**src/rtl/xor_seq_pkg.sv**
```systemverilog
// ---------------------------------------------------------------------------
// xor_seq_pkg
// Shared types and constants for the XOR training sequencer.
//   state_t      : sequencer FSM states
//   class_t      : 2-bit network class value
//   PAT_ROM      : 4-entry {x,y} pattern table, order 00, 10, 01, 11
//   pat_x/pat_y  : operand lookups into PAT_ROM
//   golden_class : reference XOR class for a pattern index
// ---------------------------------------------------------------------------
package xor_seq_pkg;

    typedef enum logic [2:0] {
        ST_IDLE,
        ST_INIT,
        ST_TRAIN,
        ST_TEST,
        ST_DONE
    } state_t;

    typedef logic [1:0] class_t;

    // Entry i is {x,y}; packed concatenation lists index 3 first.
    localparam logic [3:0][1:0] PAT_ROM = {2'b11, 2'b01, 2'b10, 2'b00};

    function automatic logic pat_x(input logic [1:0] idx);
        return PAT_ROM[idx][1];
    endfunction

    function automatic logic pat_y(input logic [1:0] idx);
        return PAT_ROM[idx][0];
    endfunction

    function automatic class_t golden_class(input logic [1:0] idx);
        return {1'b0, PAT_ROM[idx][1] ^ PAT_ROM[idx][0]};
    endfunction

    function automatic int max3(input int a, input int b, input int c);
        int m;
        m = (a > b) ? a : b;
        return (m > c) ? m : c;
    endfunction

endpackage

```
**src/rtl/xor_seq_scoreboard.sv**
```systemverilog
// ---------------------------------------------------------------------------
// xor_seq_scoreboard
// Accumulates the test-pass score for the XOR sequencer.
//   clk_i, rst_i       : clock, async active-high reset
//   clear_i            : zero all results (new run)
//   sample_i           : strobe on the last hold cycle of a test pattern
//   idx_i              : pattern index being sampled
//   predicted_i        : network output class
//   expected_i         : network target class
//   pass_count_o       : number of matching samples (0..4)
//   fail_mask_o        : bit i set if pattern i mismatched
//   expected_err_o     : sticky golden-check flag
// Optional feature: XOR_SEQ_GOLDEN_EN enables checking expected_i against
// the internal XOR golden; otherwise expected_err_o is tied to 0.
// ---------------------------------------------------------------------------
module xor_seq_scoreboard
    import xor_seq_pkg::*;
(
    input  logic       clk_i,
    input  logic       rst_i,
    input  logic       clear_i,
    input  logic       sample_i,
    input  logic [1:0] idx_i,
    input  class_t     predicted_i,
    input  class_t     expected_i,
    output logic [2:0] pass_count_o,
    output logic [3:0] fail_mask_o,
    output logic       expected_err_o
);

    logic [2:0] pass_q;
    logic [3:0] mask_q;

    always_ff @(posedge clk_i or posedge rst_i) begin
        if (rst_i) begin
            pass_q <= '0;
            mask_q <= '0;
        end else if (clear_i) begin
            pass_q <= '0;
            mask_q <= '0;
        end else if (sample_i) begin
            if (predicted_i == expected_i)
                pass_q <= pass_q + 3'd1;
            else
                mask_q[idx_i] <= 1'b1;
        end
    end

    assign pass_count_o = pass_q;
    assign fail_mask_o  = mask_q;

`ifdef XOR_SEQ_GOLDEN_EN
    logic err_q;

    always_ff @(posedge clk_i or posedge rst_i) begin
        if (rst_i)
            err_q <= 1'b0;
        else if (clear_i)
            err_q <= 1'b0;
        else if (sample_i && (expected_i != golden_class(idx_i)))
            err_q <= 1'b1;
    end

    assign expected_err_o = err_q;
`else
    assign expected_err_o = 1'b0;
`endif

endmodule

```
**src/rtl/xor_training_sequencer.sv**
```systemverilog
// ---------------------------------------------------------------------------
// xor_training_sequencer
// Drives a 2-in/1-out XOR network through init, EPOCHS training passes and
// one test pass, then scores the test pass.
//   clk, reset        : clock, async active-high reset
//   start             : begin a run (honoured in IDLE/DONE only)
//   predicted         : network output class
//   expected          : network target class
//   reset_value       : network weight-initialise request
//   TestFlag          : network inference mode
//   x_input, y_input  : network operands
//   busy              : high in INIT/TRAIN/TEST
//   done              : high in DONE
//   pass_count        : matching test patterns (0..4)
//   fail_mask         : bit i set if test pattern i mismatched
//   expected_err      : golden-check flag
// Optional feature: XOR_SEQ_GOLDEN_EN (golden check of `expected`).
// ---------------------------------------------------------------------------
module xor_training_sequencer
    import xor_seq_pkg::*;
#(
    parameter int INIT_CYCLES      = 4,
    parameter int HOLD_CYCLES      = 10,
    parameter int TEST_HOLD_CYCLES = 5,
    parameter int EPOCHS           = 5
) (
    input  logic       clk,
    input  logic       reset,
    input  logic       start,
    input  logic [1:0] predicted,
    input  logic [1:0] expected,
    output logic       reset_value,
    output logic       TestFlag,
    output logic       x_input,
    output logic       y_input,
    output logic       busy,
    output logic       done,
    output logic [2:0] pass_count,
    output logic [3:0] fail_mask,
    output logic       expected_err
);

    localparam int HOLD_MAX = max3(HOLD_CYCLES, TEST_HOLD_CYCLES, INIT_CYCLES);
    localparam int CW       = (HOLD_MAX > 1) ? $clog2(HOLD_MAX) : 1;
    localparam int EW       = $clog2(EPOCHS) + 1;

    state_t        state_q;
    logic [CW-1:0] cnt_q;
    logic [1:0]    pat_q;
    logic [EW-1:0] epoch_q;
    logic          rv_q, tf_q, x_q, y_q, busy_q, done_q;

    logic start_go;
    logic init_last, train_last, test_last;
    logic sample;
    logic [1:0] pat_nxt;

    assign start_go   = start && ((state_q == ST_IDLE) || (state_q == ST_DONE));
    assign init_last  = (cnt_q == CW'(INIT_CYCLES - 1));
    assign train_last = (cnt_q == CW'(HOLD_CYCLES - 1));
    assign test_last  = (cnt_q == CW'(TEST_HOLD_CYCLES - 1));
    assign sample     = (state_q == ST_TEST) && test_last;
    // 2-bit index wraps 3 -> 0 naturally, giving pattern 0 at epoch rollover.
    assign pat_nxt    = pat_q + 2'd1;

    always_ff @(posedge clk or posedge reset) begin
        if (reset) begin
            state_q <= ST_IDLE;
            cnt_q   <= '0;
            pat_q   <= '0;
            epoch_q <= '0;
            rv_q    <= 1'b0;
            tf_q    <= 1'b0;
            x_q     <= 1'b0;
            y_q     <= 1'b0;
            busy_q  <= 1'b0;
            done_q  <= 1'b0;
        end else begin
            case (state_q)
                ST_IDLE, ST_DONE: begin
                    if (start) begin
                        state_q <= ST_INIT;
                        cnt_q   <= '0;
                        pat_q   <= '0;
                        epoch_q <= '0;
                        rv_q    <= 1'b1;
                        tf_q    <= 1'b0;
                        x_q     <= 1'b0;
                        y_q     <= 1'b0;
                        busy_q  <= 1'b1;
                        done_q  <= 1'b0;
                    end
                end
                ST_INIT: begin
                    if (init_last) begin
                        state_q <= ST_TRAIN;
                        cnt_q   <= '0;
                        pat_q   <= '0;
                        rv_q    <= 1'b0;
                        x_q     <= pat_x(2'd0);
                        y_q     <= pat_y(2'd0);
                    end else begin
                        cnt_q <= cnt_q + CW'(1);
                    end
                end
                ST_TRAIN: begin
                    if (train_last) begin
                        cnt_q <= '0;
                        pat_q <= pat_nxt;
                        x_q   <= pat_x(pat_nxt);
                        y_q   <= pat_y(pat_nxt);
                        if (pat_q == 2'd3) begin
                            if (epoch_q == EW'(EPOCHS - 1)) begin
                                state_q <= ST_TEST;
                                epoch_q <= '0;
                                tf_q    <= 1'b1;
                            end else begin
                                epoch_q <= epoch_q + EW'(1);
                            end
                        end
                    end else begin
                        cnt_q <= cnt_q + CW'(1);
                    end
                end
                ST_TEST: begin
                    if (test_last) begin
                        cnt_q <= '0;
                        if (pat_q == 2'd3) begin
                            state_q <= ST_DONE;
                            pat_q   <= '0;
                            x_q     <= 1'b0;
                            y_q     <= 1'b0;
                            busy_q  <= 1'b0;
                            done_q  <= 1'b1;
                        end else begin
                            pat_q <= pat_nxt;
                            x_q   <= pat_x(pat_nxt);
                            y_q   <= pat_y(pat_nxt);
                        end
                    end else begin
                        cnt_q <= cnt_q + CW'(1);
                    end
                end
                default: state_q <= ST_IDLE;
            endcase
        end
    end

    assign reset_value = rv_q;
    assign TestFlag    = tf_q;
    assign x_input     = x_q;
    assign y_input     = y_q;
    assign busy        = busy_q;
    assign done        = done_q;

    // Clearing on the accepted start edge makes the score read zero for the
    // whole of INIT, including its first cycle.
    xor_seq_scoreboard u_score (
        .clk_i          (clk),
        .rst_i          (reset),
        .clear_i        (start_go),
        .sample_i       (sample),
        .idx_i          (pat_q),
        .predicted_i    (predicted),
        .expected_i     (expected),
        .pass_count_o   (pass_count),
        .fail_mask_o    (fail_mask),
        .expected_err_o (expected_err)
    );

endmodule

```
**config.mk**
```make
export PLATFORM = sky130hd
export DESIGN_NAME = xor_training_sequencer
export DESIGN_NICKNAME = d
export VERILOG_FILES = /design/src/rtl/xor_seq_pkg.sv /design/src/rtl/xor_seq_scoreboard.sv /design/src/rtl/xor_training_sequencer.sv
export SDC_FILE = /design/constraint.sdc
export NUM_CORES = 1
export LEC_CHECK = 0
export ABC_AREA = 1
export CORE_MARGIN = 3
export CORE_UTILIZATION = 45
export DETAILED_ROUTE_END_ITERATION = 6
export PLACE_DENSITY = 0.67
export SLEW_MARGIN = 20
export SYNTH_ARGS = -nofsm -noshare
export SYNTH_HDL_FRONTEND = slang
export SYNTH_SLANG_ARGS = --single-unit
```
**constraint.sdc**
```tcl
create_clock -name clk -period 1.6 [get_ports clk]
set_clock_uncertainty 0.05 [all_clocks]
set_input_delay 0.32 -clock clk [delete_from_list [all_inputs] [get_ports clk]]
set_output_delay 0.32 -clock clk [all_outputs]
set_load 0.01 [all_outputs]
```
# Yosys cells after proc, flatten, opt, wreduce, memory -nomap -nowiden
# Index checks and enable logic that the tools add are counted.
# totals
register_bits,26
output_inout_bits,14
elab_cells,114
in_bits,7
# classes
bitwise,1
order_cmp,3
n_reduce_logical,21
eq_ne,18
n_mux,55
addsub,4
# op_table
op,count
$mux W4,10
$mux W3,10
$mux W1,17
$pmux W4 S4,1
$ne A2 B2 Y1 const B,7
$mux W2,6
$pmux W3 S4,1
$reduce_and A5 Y1,2
$reduce_bool A2 Y1,5
$add A4 B1 Y4 const B,2
$eq A4 B3 Y1 const B,2
$pmux W1 S2,4
$pmux W1 S4,2
$pmux W2 S4,1
$pmux W4 S2,1
$reduce_and A4 Y1,2
$reduce_and A7 Y1,1
$eq A3 B2 Y1 const B,2
$lt A2 B3 Y1 const B,2
$reduce_and A2 Y1,3
$bmux W2 S2,1
$eq A4 B2 Y1 const B,1
$eq A4 B4 Y1 const B,1
$or A4 B4 Y4,1
other kinds (15),17

# Longest topological paths before layout
# Gate-level depths: netlist of run 1.
# depth
ltp_word,8
ltp_mapped,9
ltp_nobuf,9

# Modules after synthesis
# A second synthesis of run 1 with hierarchy kept.
# hier_totals
hier_cells,190
hier_area_um2,1511.4
# by_module_without_submodules
mod,n_inst,seq_area_each_um2,area_per_inst_um2,cells_each
xor_training_sequencer,1,425.4,1057.3,130
xor_seq_scoreboard,1,175.2,454.2,60

# Worst setup path after synthesis of run 1
# Ideal clock, no wire load.
# synth_timing
kind,flip-flop to flip-flop
start,reg epoch_q[0]
end,reg state_q[2]
setup_time_ns,0.118
path_stages_with_launch,10
period_less_slack_ns,1.388
n_path_buf,0
required_time_ns,1.432
path_slack_ns,0.212
t_arrival_ns,1.221
cell_sequence,dfrtp_1 > inv_1 > ha_1 > nand3_1 > nand2_2 > nand2_1 > nor2_2 > nand2_4 > nand2_1 > nand2_1
# synth_between
elab_chain_len,3
# synth_rtl
item,line_no,rtl
from (decl),xor_training_sequencer.sv:50,logic [EW-1:0] epoch_q;
from (signal assigned),xor_training_sequencer.sv:118,epoch_q <= epoch_q + EW'(1);
$eq A4 B3 Y1,xor_training_sequencer.sv:113,if (epoch_q == EW'(EPOCHS - 1)) begin
$ne A2 B2 Y1 (no line),-,
$reduce_and A7 Y1 (no line),-,
to (signal assigned),xor_training_sequencer.sv:114,state_q <= ST_TEST;
to (signal assigned),xor_training_sequencer.sv:129,state_q <= ST_DONE;
to (signal assigned),xor_training_sequencer.sv:144,default: state_q <= ST_IDLE;
to (decl),xor_training_sequencer.sv:47,state_t state_q;
# Every way passes these cells.
# A chain may end at the register's enable or synchronous reset.

# Worst setup path after layout of run 1
# layout_timing
start,reg cnt_q[1]
end,reg state_q[1]
# layout_between
elab_chain_len,3
elab_cells_between_ends,7
cone_classes,eq/ne (6); reduce/logical (1)
# layout_rtl
item,line_no,rtl
from (decl),xor_training_sequencer.sv:48,logic [CW-1:0] cnt_q;
from (signal assigned),xor_training_sequencer.sv:103,cnt_q <= cnt_q + CW'(1);
from (signal assigned),xor_training_sequencer.sv:122,cnt_q <= cnt_q + CW'(1);
from (signal assigned),xor_training_sequencer.sv:141,cnt_q <= cnt_q + CW'(1);
"$eq A4 B3 Y1, or another cell as far along",xor_training_sequencer.sv:61,assign test_last = (cnt_q == CW'(TEST_HOLD_CYCLES - 1));
$ne A2 B2 Y1 (no line),-,
$reduce_and A7 Y1 (no line) (*),-,
to (signal assigned),xor_training_sequencer.sv:68,state_q <= ST_IDLE;
to (signal assigned),xor_training_sequencer.sv:82,state_q <= ST_INIT;
to (signal assigned),xor_training_sequencer.sv:96,state_q <= ST_TRAIN;
# Every way passes the cells marked *; elsewhere a longest branch is shown, timed or not.

==> results.json, run 1 <==
{
  "grt_pass1_vias": 1269,
  "cts_tree": "yes",
  "layout.nets": 228,
  "critPathKind": "reg2reg",
  "vias_per_cell": 4.97,
  "syn_nets": 191,
  "area_growth_pct": 26.7,
  "stdcell_count": 251,
  "clock-root-buffer": "clkbuf_4",
  "period_needed_ns": 1.49,
  "layout_worst_path_cycle_share_pct": 93.4,
  "outcome": "complete, no violations",
  "ctsHoldBuffers": 0,
  "drive_gt1_share_pct": 22.5,
  "grt_util_all_layers_pct": 16.9,
  "internal_power_mw": 1.77,
  "antenna_found_initial": 0,
  "power_density_nw_per_um2": 1790,
  "ys.warnings.count": 0,
  "dr.first_iter.drc_count": 73,
  "drcViolationCount": 0,
  "gp_congestion": 0.887,
  "clk_latency_ns": 0.31,
  "cp_slowest_stage_delay_ns": 0.40,
  "power_frac_clock_pct": 8.0,
  "fp.dieH_um": 62.8,
  "clk_pin_slew_worst_paths_ns": 0.13,
  "yosys-top-cells-area": "dfrtp_1 (41%), nand2_1 (12%), ha_1 (8.6%)",
  "hold_violations": 0,
  "dp_hpwl_um": 2400,
  "numCtsBuffers": 3,
  "min_path_type": "in2async",
  "cts_num_sinks": 24,
  "yosys_register_bits": 24,
  "pin_count": 21,
  "reg2reg_to": "state_q[1]$_DFFE_PP0P_",
  "crit_family": "simple AND/OR/NAND/NOR gates",
  "start_kind": "register",
  "swShare_pct": 46.4,
  "crit_fanout": 8,
  "regToRegSetupSlack_ns": 0.11,
  "end_kind": "register",
  "avgRoutedWirePerCell_um": 12.3,
  "reg2reg_from": "cnt_q[1]$_DFFE_PP0P_",
  "finalSetupTns_ns": 0,
  "worstRegToRegCells": 9,
  "arrival_ns": 1.65,
  "cp_cell_sequence": "inv_1 > ha_1 > nand3_2 > nand2_2 > nand2_4 > nor2_8 > nand2_4 > nand2_1 > nand2_1",
  "dieArea_um2": 3950,
  "syn_inst": 174,
  "maxSlewViolCount": 0,
  "synth_top_area_cell": "dfrtp_1",
  "port_buffers": 19,
  "rows": 19,
  "avgSynthCellArea_um2": 8.35,
  "grt_pass1_wl_um": 5460,
  "p_sw_mw": 1.53,
  "htreeDepth": 1,
  "gr-total-overflow": 0,
  "via_count": 1248,
  "worst_ir_drop_vdd_mv": 1.18,
  "path_buf_inv": 1,
  "maxCapViolations": 0,
  "fmax_mhz": 669,
  "syn_area_um2": 1450,
  "grt_start_max_net_pins": 25,
  "postRouteWirelength_um": 3100,
  "leakage_nw": 0.979,
  "initial_core_util_pct": 49.7,
  "clk_path_buf_depth": 2,
  "worst_ep_required_time_ns": 1.76,
  "crit_slowest_cell": "dfrtp_1",
  "yosysTopAreaCellShare_pct": 41.3,
  "ys_seq_area_share_pct": 41.3,
  "die_w_um": 62.8,
  "core_um2": 2920,
  "fin_worst_hold_slack_ns": 0.294,
  "p_seq_share_pct": 32.3,
  "setup_viol": 0,
  "yosysUniqueCellTypes": 27,
  "dp.cells": 241,
  "first_pass_iters": 6,
  "startpoint": "cnt_q[1]$_DFFE_PP0P_",
  "drtAntennaViolNets": 0,
  "antenna_cells": 0,
  "combPwrFrac_pct": 59.8
}
## timing repair
action	in CTS	in global routing
gates cloned	0	0
setup endpoints to repair	11	24
resized for setup	8	11
buffers inserted	5	2
pin swaps	0	3
## cell type report
cell class	count	area [um2]
Clock buffer	3	22.5
Fill cell	288	1080
Inverter	19	71.3
Multi-Input combinational cell	129	783
Sequential cell	24	602
Tap cell	42	52.6
Timing Repair Buffer	34	309
## worst register-to-register path, stage by stage (launching register included)
cell and delay, ns:
dfrtp_1 0.40, inv_1 0.10, ha_1 0.17, nand3_2 0.11, nand2_2 0.12, nand2_4 0.08, nor2_8 0.18, nand2_4 0.07
nand2_1 0.06, nand2_1 0.06
## stage by stage
stage	utilization, %	total power, mW	setup slack, ns	instance area (um2)
after floorplan	-	2.32	0.212	1450
after global placement	59.4	2.90	0.0235	1740
after detailed placement	59.4	2.97	-0.0373	1740
after CTS	61.2	3.26	0.000406	1790
after global routing	62.9	3.63	-0.0107	1840
final	62.9	3.30	0.106	1840
## cells in the mapped netlist (all sizes together)
| library cell | n |
|---|---|
| nand2 | 54 |
| dfrtp | 24 |
| o21ai | 23 |
| inv | 19 |
| nand3 | 15 |
| ha | 10 |
| nor2 | 7 |
| nand4 | 5 |
| a21oi | 3 |
| xor2 | 3 |
| buf | 2 |
| nand3b | 2 |
| or2 | 2 |
| xnor2 | 2 |
| conb | 1 |
| nor3 | 1 |
| o22ai | 1 |
## worst max-delay path by stage
stage          depth (start not counted)                                  end
2_1_floorplan                          9               state_q[2]$_DFFE_PP0P_
3_3_place_gp                           6  u_score.pass_count_o[1]$_DFFE_PP0P_
3_5_place_dp                           6   u_score.fail_mask_o[2]$_DFFE_PP0P_
4_1_cts                                1                              y_input
5_1_grt                                9                 pat_q[0]$_DFFE_PP0P_
6_report                               9               state_q[1]$_DFFE_PP0P_
## kinds of logic (layout without fill, tap and decap cells)
logic type                 Yosys count  after routing  synth area share (%)
buffers and inverters               21             56                  6.20
and+or+nand+nor                     86             86                  29.4
xor gates and xnor gates             5              5                  3.02
adders and majority gates           10             10                  8.61
AOI/OAI and AO/OA                   27             27                  11.2
other                                1              1                 0.258
DFF                                 24             24                  41.3
## cell usage in the layout, fill, tap and decap left out, drive strengths merged
cell type / count
o21ai: 23
nand3: 15
xor2: 3
a21oi: 3
clkbuf: 3
ha: 10
or2: 2
dlygate4sd2: 7
xnor2: 2
conb: 1
clkdlybuf4s50: 6
nand2: 54
nor2: 7
dlymetal6s2s: 6
nand4: 5
dfrtp: 24
o22ai: 1
buf: 15
inv: 19
nand3b: 2
nor3: 1
## state kept, by name (all words and copies together), names as in the netlist
register              cells
pat_q                     2
state_q                   3
reset_value               1
u_score.fail_mask_o       4
done                      1
cnt_q                     4
TestFlag                  1
u_score.pass_count_o      3
epoch_q                   4
busy                      1
## power groups by stage
| stage | Clock (mW) | Combinational, mW | Sequential [mW] |
|---|---|---|---|
| 6_report | 0.263 | 1.97 | 1.06 |
| 2_1_floorplan | 0 | 1.20 | 1.11 |
| 4_1_cts | 0.269 | 1.93 | 1.07 |
| 5_1_grt | 0.299 | 2.22 | 1.11 |
| 3_5_place_dp | 0 | 1.88 | 1.09 |
| 3_3_place_gp | 0 | 1.82 | 1.08 |
## per-layer routing
layer	vias up	global-route usage (%)	routed length, um
li1	635	-	-
met1	589	21.3	1440
met2	20	30.4	1550
met3	4	1.62	68
met4	0	4.96	33
met5	-	0	0
No activity file was read; power rests on OpenSTA's default activity.
==> inputs of run 2 (changes only) <==
--- a/config.mk
+++ b/config.mk
@@ -5,7 +5,6 @@
 export SDC_FILE = /design/constraint.sdc
 export NUM_CORES = 1
 export LEC_CHECK = 0
-export ABC_AREA = 1
 export CORE_MARGIN = 3
 export CORE_UTILIZATION = 45
 export DETAILED_ROUTE_END_ITERATION = 6
==> run 2 against run 1 <==
  * The run now ends with negative setup slack left
  * Critical path depth fell by 4
  * Cell count down 9.2%
  * Combinational power shrank 18%
  * Synthesized cell count shrank 23%
  * Clock power up 68%
  * Area after synthesis down 2.9%
  * Die area is 2.6% lower
  * Flip-flop and latch count unchanged
  * Wire length hardly changed
  * Register-to-register slack worse by 0.43 ns
  * Via count shrank 5.8%
==> results.json, run 2 <==
{
  "outcome": "finished with violations",
  "violations": "negative setup slack",
  "stdcell_count": 228,
  "port_buffers": 19,
  "power_density_nw_per_um2": 1540,
  "clock-root-buffer": "clkbuf_4",
  "ys.warnings.count": 0,
  "antenna_found_initial": 0,
  "synthTopCellsByCount": "dfrtp_1 (24), inv_1 (12), nand2_1 (12)",
  "leakage_nw": 1.04,
  "syn_inst": 134,
  "worst_ir_drop_vdd_mv": 0.971,
  "initial_core_util_pct": 49.0,
  "maxSlewViolCount": 0,
  "rows": 19,
  "grt_util_all_layers_pct": 18.3,
  "fp.dieH_um": 62.0,
  "total_power_mw": 3.02,
  "critPathKind": "reg2reg",
  "yosys-top-cells-area": "dfrtp_1 (43%), ha_1 (8.9%), mux2i_1 (3.5%)",
  "core_um2": 2880,
  "yosys_register_bits": 24,
  "yosysMostFrequentCell": "dfrtp_1",
  "yosysUniqueCellTypes": 47,
  "crit_fanout": 7,
  "synth_ff_type": "dfrtp_1",
  "numCtsBuffers": 3,
  "gp_congestion": 0.819,
  "ctsHoldBuffers": 0,
  "syn_nets": 151,
  "grt_start_max_net_pins": 25,
  "clk_path_buf_depth": 2,
  "startpoint": "cnt_q[0]$_DFFE_PP0P_",
  "grt_pass1_wl_um": 5010,
  "rsz0062_at_grt": "true",
  "dp_hpwl_um": 2340,
  "hold_violations": 0,
  "area_growth_pct": 39.2,
  "dp.cells": 214,
  "antenna_cells": 0,
  "avgRoutedWirePerCell_um": 13.6,
  "drive_gt1_share_pct": 30.1,
  "setup_viol": 16,
  "yosysTopAreaCellShare_pct": 42.6,
  "fin_worst_hold_slack_ns": 0.286,
  "fmax_mhz": 519,
  "end_kind": "register",
  "period_needed_ns": 1.93,
  "avgSynthCellArea_um2": 10.5,
  "drcViolationCount": 0,
  "pin_count": 21,
  "dp_slack_ns": -0.309,
  "synth_edf_count": 0,
  "worst_ep_required_time_ns": 1.78,
  "dr.first_iter.drc_count": 35,
  "layout.nets": 204,
  "ys_seq_area_share_pct": 42.6,
  "syn_area_um2": 1410,
  "fillerInstances": 238,
  "postRouteWirelength_um": 3100,
  "clk_pin_slew_worst_paths_ns": 0.14,
  "htreeDepth": 1,
  "arrival_ns": 2.11,
  "vias_per_cell": 5.16,
  "grt_pass1_vias": 1098,
  "dieArea_um2": 3840,
  "async_reset_ff_share_pct": 100,
  "post-route-cell-area_um2": 1960,
  "die_w_um": 62.0,
  "final_common_cell": "buf_4",
  "layout_worst_path_cycle_share_pct": 121,
  "maxCapViolations": 0,
  "via_count": 1176,
  "reg2reg_from": "cnt_q[0]$_DFFE_PP0P_",
  "first_pass_iters": 4,
  "min_path_type": "in2async",
  "cts_num_sinks": 24,
  "cts_tree": "yes",
  "final_cell_mix": "buf_4 (34), dfrtp_1 (23), inv_1 (12)",
  "worst_slack_ns": -0.329,
  "drtAntennaViolNets": 0,
  "postPlaceCellArea_um2": 1820,
  "start_kind": "register",
  "synth_top_area_cell": "dfrtp_1",
  "clk_latency_ns": 0.32,
  "gr-total-overflow": 0
}
## run 2: metal layers
metal / vias to the layer above / share of wire, % / track usage (%)
met3: 5 / 4.3 / 2.48
met4: 0 / 1.9 / 8.79
li1: 571 / - / -
met5: - / 0 / 0
met2: 28 / 48 / 29.1
met1: 572 / 46 / 24.3
## run 2: per-stage QoR
stage	TNS (ns)	util, %
after global routing	-5.24	68.2
after CTS	-3.28	67.6
after floorplan	-1.12	-
after detailed placement	-3.54	63.2
after global placement	-2.69	63.2
final	-3.40	68.2
## run 2: cell families after synthesis
logic type / synth area share, %
AOI/OAI and AO/OA: 15.9
adders and majority gates: 8.87
DFF: 42.6
xor gates and xnor gates: 1.86
other: 0.266
muxes: 3.55
buffers and inverters: 5.41
and+or+nand+nor: 21.6
## run 2: area by class of cell
cell class / instances / area, um2 / area share (%)
Inverter: 12 / 45.0 / 2.29
Tap cell: 42 / 52.6 / 2.68
Clock buffer: 3 / 22.5 / 1.15
Sequential cell: 24 / 602 / 30.7
Clock inverter: 1 / 30.0 / 1.53
Timing Repair Buffer: 53 / 437 / 22.2
Multi-Input combinational cell: 93 / 774 / 39.5
## run 2: what timing repair did
action	4_1_cts	5_1_grt
gates resized for setup	20	3
endpoints found under the hold margin	0	0
buffers inserted	8	2
pin swaps	10	3
setup endpoints to repair	30	26
## run 2: worst paths after layout
kind,endpoint,slack [ns],cells after the start
setup reg to reg,state_q[0]$_DFFE_PP0P_,-0.33,5
max in group asynchronous,state_q[2]$_DFFE_PP0P_,0.94,3
hold / removal,u_score.fail_mask_o[2]$_DFFE_PP0P_,0.29,3
setup / recovery,state_q[0]$_DFFE_PP0P_,-0.33,5
hold reg to reg,busy$_DFFE_PP0P_,0.44,2
min in group clk,busy$_DFFE_PP0P_,0.44,2
## run 2: power breakdown
part	switching (mW)	internal (mW)
Sequential	0.163	0.799
Clock	0.188	0.253
Combinational	0.758	0.859
## run 2: worst max-delay path: stages (launching register included)
cell and delay, ns:
dfrtp_1 0.42, ha_2 0.21, or4b_4 0.48, a32oi_4 0.37, o31ai_1 0.13, a21o_1 0.18
==> variant 1, RTL diff (settings of run 2) <==
Re-encode `state_t` (5 states) as one-hot, 5 bits wide.
--- a/src/rtl/xor_seq_pkg.sv
+++ b/src/rtl/xor_seq_pkg.sv
@@ -10,10 +10,10 @@
 package xor_seq_pkg;
 
-    typedef enum logic [2:0] {
-        ST_IDLE,
-        ST_INIT,
-        ST_TRAIN,
-        ST_TEST,
-        ST_DONE
+    typedef enum logic [4:0] {
+        ST_IDLE  = 5'b00001,
+        ST_INIT  = 5'b00010,
+        ST_TRAIN = 5'b00100,
+        ST_TEST  = 5'b01000,
+        ST_DONE  = 5'b10000
     } state_t;
 
Behaviour: same outputs for any inputs over 10 cycles, from zero or initial values and one cycle with reset high; not proved beyond that.
==> variant 1 against run 2 <==
Design area rose by 21%. The run still ends with setup timing left. Power fell by 9.4%. Area after synthesis rose by 4.2%. Worst setup slack got worse by 0.075 ns. Sequential cell count rose by 2. Cell count rose by 18%. Wire length rose by 53%. Highest routed layer unchanged. Maximum frequency fell by 3.8%.
==> variant 1: results <==
metrics = {
    "power_and_ir_drop": {
        "ir_drop_mv": 0.808,
        "p_leak_nw": 1.17,
        "seqPwrFrac": 0.308,
        "switching_share": 0.360,
        "power.total_mw": 2.74,
    },
    "logic_synthesis": {
        "yosys-top-cells-count": "dfrtp_1 (25), nor2_1 (19), inv_1 (11), nand2_1 (11), ha_1 (10)",
        "synth.area.top_cells": "dfrtp_1 (43%), ha_1 (8.5%), nor2_1 (4.9%)",
        "avgSynthCellArea_um2": 9.73,
        "ys_types": 49,
        "synth.net_count": 168,
    },
    "timing": {
        "setup_viol": 26,
        "fin_ws_ns": -0.404,
        "fin_tns_setup_ns": -6.70,
    },
    "layout": {
        "fin_nets": 243,
        "layout-drive-gt1-share": 0.462,
        "finalInstanceArea_um2": 2370,
        "fillers": 196,
    },
    "setup_path": {
        "path_delay_family": "simple AND/OR/NAND/NOR gates",
        "cp_slowest_cell": "or4_4",
        "max_stage_delay_ns": 0.51,
    },
    "run_status": {
        "status": "complete, but fails checks",
        "violations": "setup timing",
    },
    "placed_design": {
        "post-place-ws_ns": -0.345,
        "dp_cells": 246,
        "gp_congestion": 0.854,
        "dp_hpwl_um": 2850,
        "place_area_um2": 1990,
    },
    "drt": {
        "post_drt_wl_per_cell_um": 17.6,
        "vias": 1455,
        "drt_iter0_markers": 94,
    },
    "global_routing": {
        "grt_start_max_net_pins": 27,
        "grt_pass1_wl_um": 6870,
    },
    "cts": {
        "insertion_delay_ns": 0.34,
    },
}
==> variant 1: changes by cell type after synthesis, moves of 3 or more <==
cell	run 2	this run
nor2_1	8	19
or3_1	0	4
nand3_1	6	3
o21ai_0	3	6
==> variant 1: layout make-up <==
class | count | area share
timing repair buffer | 75 | 0.272
inverter | 11 | 0.0185
clock buffer | 3 | 0.00950
tap | 44 | 0.0232
multi-input combinational | 109 | 0.389
sequential | 26 | 0.275
clock inverter | 1 | 0.0127
==> variant 1: metal layers <==
metal / GRT usage / wire, um
met5: 0 / 0
met4: 0.0882 / 179
met3: 0.0267 / 169
met2: 0.430 / 2590
met1: 0.242 / 1800
==> variant 1: what timing repair did <==
item	in CTS	in global routing
pin swaps	6	15
hold buffers	0	0
resized for setup	37	29
setup buffers	14	7
endpoints found under the setup margin	38	26
cloned	1	0
==> variant 1: path summary, 6_finish.rpt <==
path	start	endpoint	slack (ns)	depth (start not counted)
setup / recovery	cnt_q[0]	state_q[4]	-0.40	6
min in group clk	reset_value	reset_value	0.46	1
setup reg to reg	cnt_q[0]	state_q[4]	-0.40	6
hold / removal	reset	busy	0.26	3
max in group asynchronous	reset	state_q[0]	0.94	3
hold reg to reg	reset_value	reset_value	0.46	1
==> variant 1: cells by family (layout without fill, tap and decap cells) <==
family | Yosys count | in the layout | synth area share
fa+ha+maj | 10 | 10 | 0.0852
xor+xnor | 6 | 6 | 0.0358
flops | 26 | 26 | 0.444
mux | 3 | 3 | 0.0204
simple gates | 64 | 64 | 0.244
buf+inv | 16 | 90 | 0.0460
other cells | 1 | 1 | 0.00255
compound gates | 25 | 25 | 0.123
==> variant 1: worst register-to-register path, cell delays in order, from the launching register on <==
cell      delay (ns)
dfrtp_2         0.48
ha_2            0.20
and3b_1         0.17
or4_4           0.51
o211ai_4        0.14
a211o_4         0.16
mux2i_1         0.21
==> variant 2, RTL diff (config.mk and constraints of run 2) <==
Made on the original files. Set the parameter `HOLD_CYCLES` to 9 (it was 10).
--- a/src/rtl/xor_training_sequencer.sv
+++ b/src/rtl/xor_training_sequencer.sv
@@ -21,5 +21,5 @@
 #(
     parameter int INIT_CYCLES      = 4,
-    parameter int HOLD_CYCLES      = 10,
+    parameter int HOLD_CYCLES      = 9,
     parameter int TEST_HOLD_CYCLES = 5,
     parameter int EPOCHS           = 5
Formal check against the unedited RTL: same outputs for any inputs over 10 cycles, from zero or initial values and one cycle with reset high; that may be too few to reach the edited logic, so the function may still have changed.
==> variant 2 against run 2 <==
The flow still finishes with violations (setup timing). Worst setup slack better by 0.20 ns. Power up 23%. Sequential share of layout area down 1.4 points. Area after synthesis down 0.62%. Clock power down 26%. Synthesized cell count up 2.2%. Sequential cell count unchanged. First-iteration DRC count up 74%. Design area up 4.9%. Wire length up 5.9%. Worst hold slack worse by 0.0092 ns. Critical endpoint is now cnt_q[3].
==> variant 2: results <==
metrics = {
    "run_status": {
        "status": "complete, but fails checks",
        "violations": "setup timing",
    },
    "logic_synthesis": {
        "ys_types": 46,
        "synth_cells": 137,
        "synth_top_cell_area_share": 0.429,
        "synth.net_count": 153,
        "synth.area.top_cells": "dfrtp_1 (43%), ha_1 (8.0%), mux2i_1 (4.3%)",
    },
    "layout": {
        "fin_nets": 213,
        "fillers": 231,
        "final_cells": 227,
        "nNonClkBuffers": 61,
        "nMultiInputCombCells": 98,
        "layout-drive-gt1-share": 0.393,
        "nClkBuffers": 4,
        "buffer_area_frac": 0.243,
    },
    "setup_path": {
        "crit_end": "cnt_q[3]",
        "cp.arrival_ns": 1.91,
        "cp_slowest_cell": "dfrtp_1",
        "max_stage_delay_ns": 0.42,
    },
    "placed_design": {
        "post-place-ws_ns": -0.263,
        "dp_cells": 212,
        "dp_hpwl_um": 2380,
        "gp_congestion": 0.850,
    },
    "drt": {
        "wl_met2_um": 1630,
        "dr_wl_met3_um": 107,
        "routed_via_density": 5.43,
        "met1_length_um": 1480,
        "routed_wl_um": 3280,
    },
    "power_and_ir_drop": {
        "power_density_nw_per_um2": 1810,
        "ir_drop_mv": 1.16,
    },
    "timing": {
        "fin_ws_ns": -0.126,
        "setup_viol": 11,
        "fin_tns_setup_ns": -0.755,
    },
    "global_routing": {
        "grt_pass1_wl_um": 5270,
    },
}
[variant 2: cell count changes after synthesis, sizes merged, moves of 3 or more]
cell | before | now
nand2 | 13 | 9
inv | 12 | 9
a211oi | 0 | 3
a21oi | 6 | 10
[variant 2: worst max-delay path: cells and delay by family, from the launching register on]
kind,cells,cell delay [ns]
and+or+nand+nor,2,0.52
AOI/OAI and AO/OA,2,0.42
DFF,1,0.42
adders and majority gates,1,0.21
[variant 2: where the power goes]
group | leakage, nW | internal, mW | switching, mW
registers | 0.293 | 0.870 | 0.235
clock network | 0.0210 | 0.139 | 0.188
logic | 0.663 | 1.23 | 1.06
[variant 2: worst min-delay path by stage]
| stage | to | slack, ns | startpoint |
|---|---|---|---|
| 2_1_floorplan | TestFlag | 0.28 | reset |
| 3_3_place_gp | u_score.pass_count_o[2] | 0.41 | u_score.pass_count_o[2] |
| 3_5_place_dp | u_score.pass_count_o[2] | 0.42 | u_score.pass_count_o[2] |
| 4_1_cts | cnt_q[2] | 0.28 | reset |
| 5_1_grt | u_score.pass_count_o[1] | 0.32 | reset |
| 6_report | cnt_q[2] | 0.28 | reset |
[variant 2: per-layer routing]
metal  vias to the layer above  GRT usage
met1                       605      0.232
met4                         0     0.0727
met2                        21      0.330
met5                         -          0
met3                         6     0.0207
li1                        601          -
[variant 2: kinds of logic after synthesis]
logic type | count (synthesis) | synth area share
xor+xnor | 2 | 0.0125
flops | 24 | 0.429
compound gates | 30 | 0.165
other cells | 1 | 0.00268
mux | 6 | 0.0429
buf+inv | 15 | 0.0571
simple gates | 50 | 0.211
fa+ha+maj | 9 | 0.0804
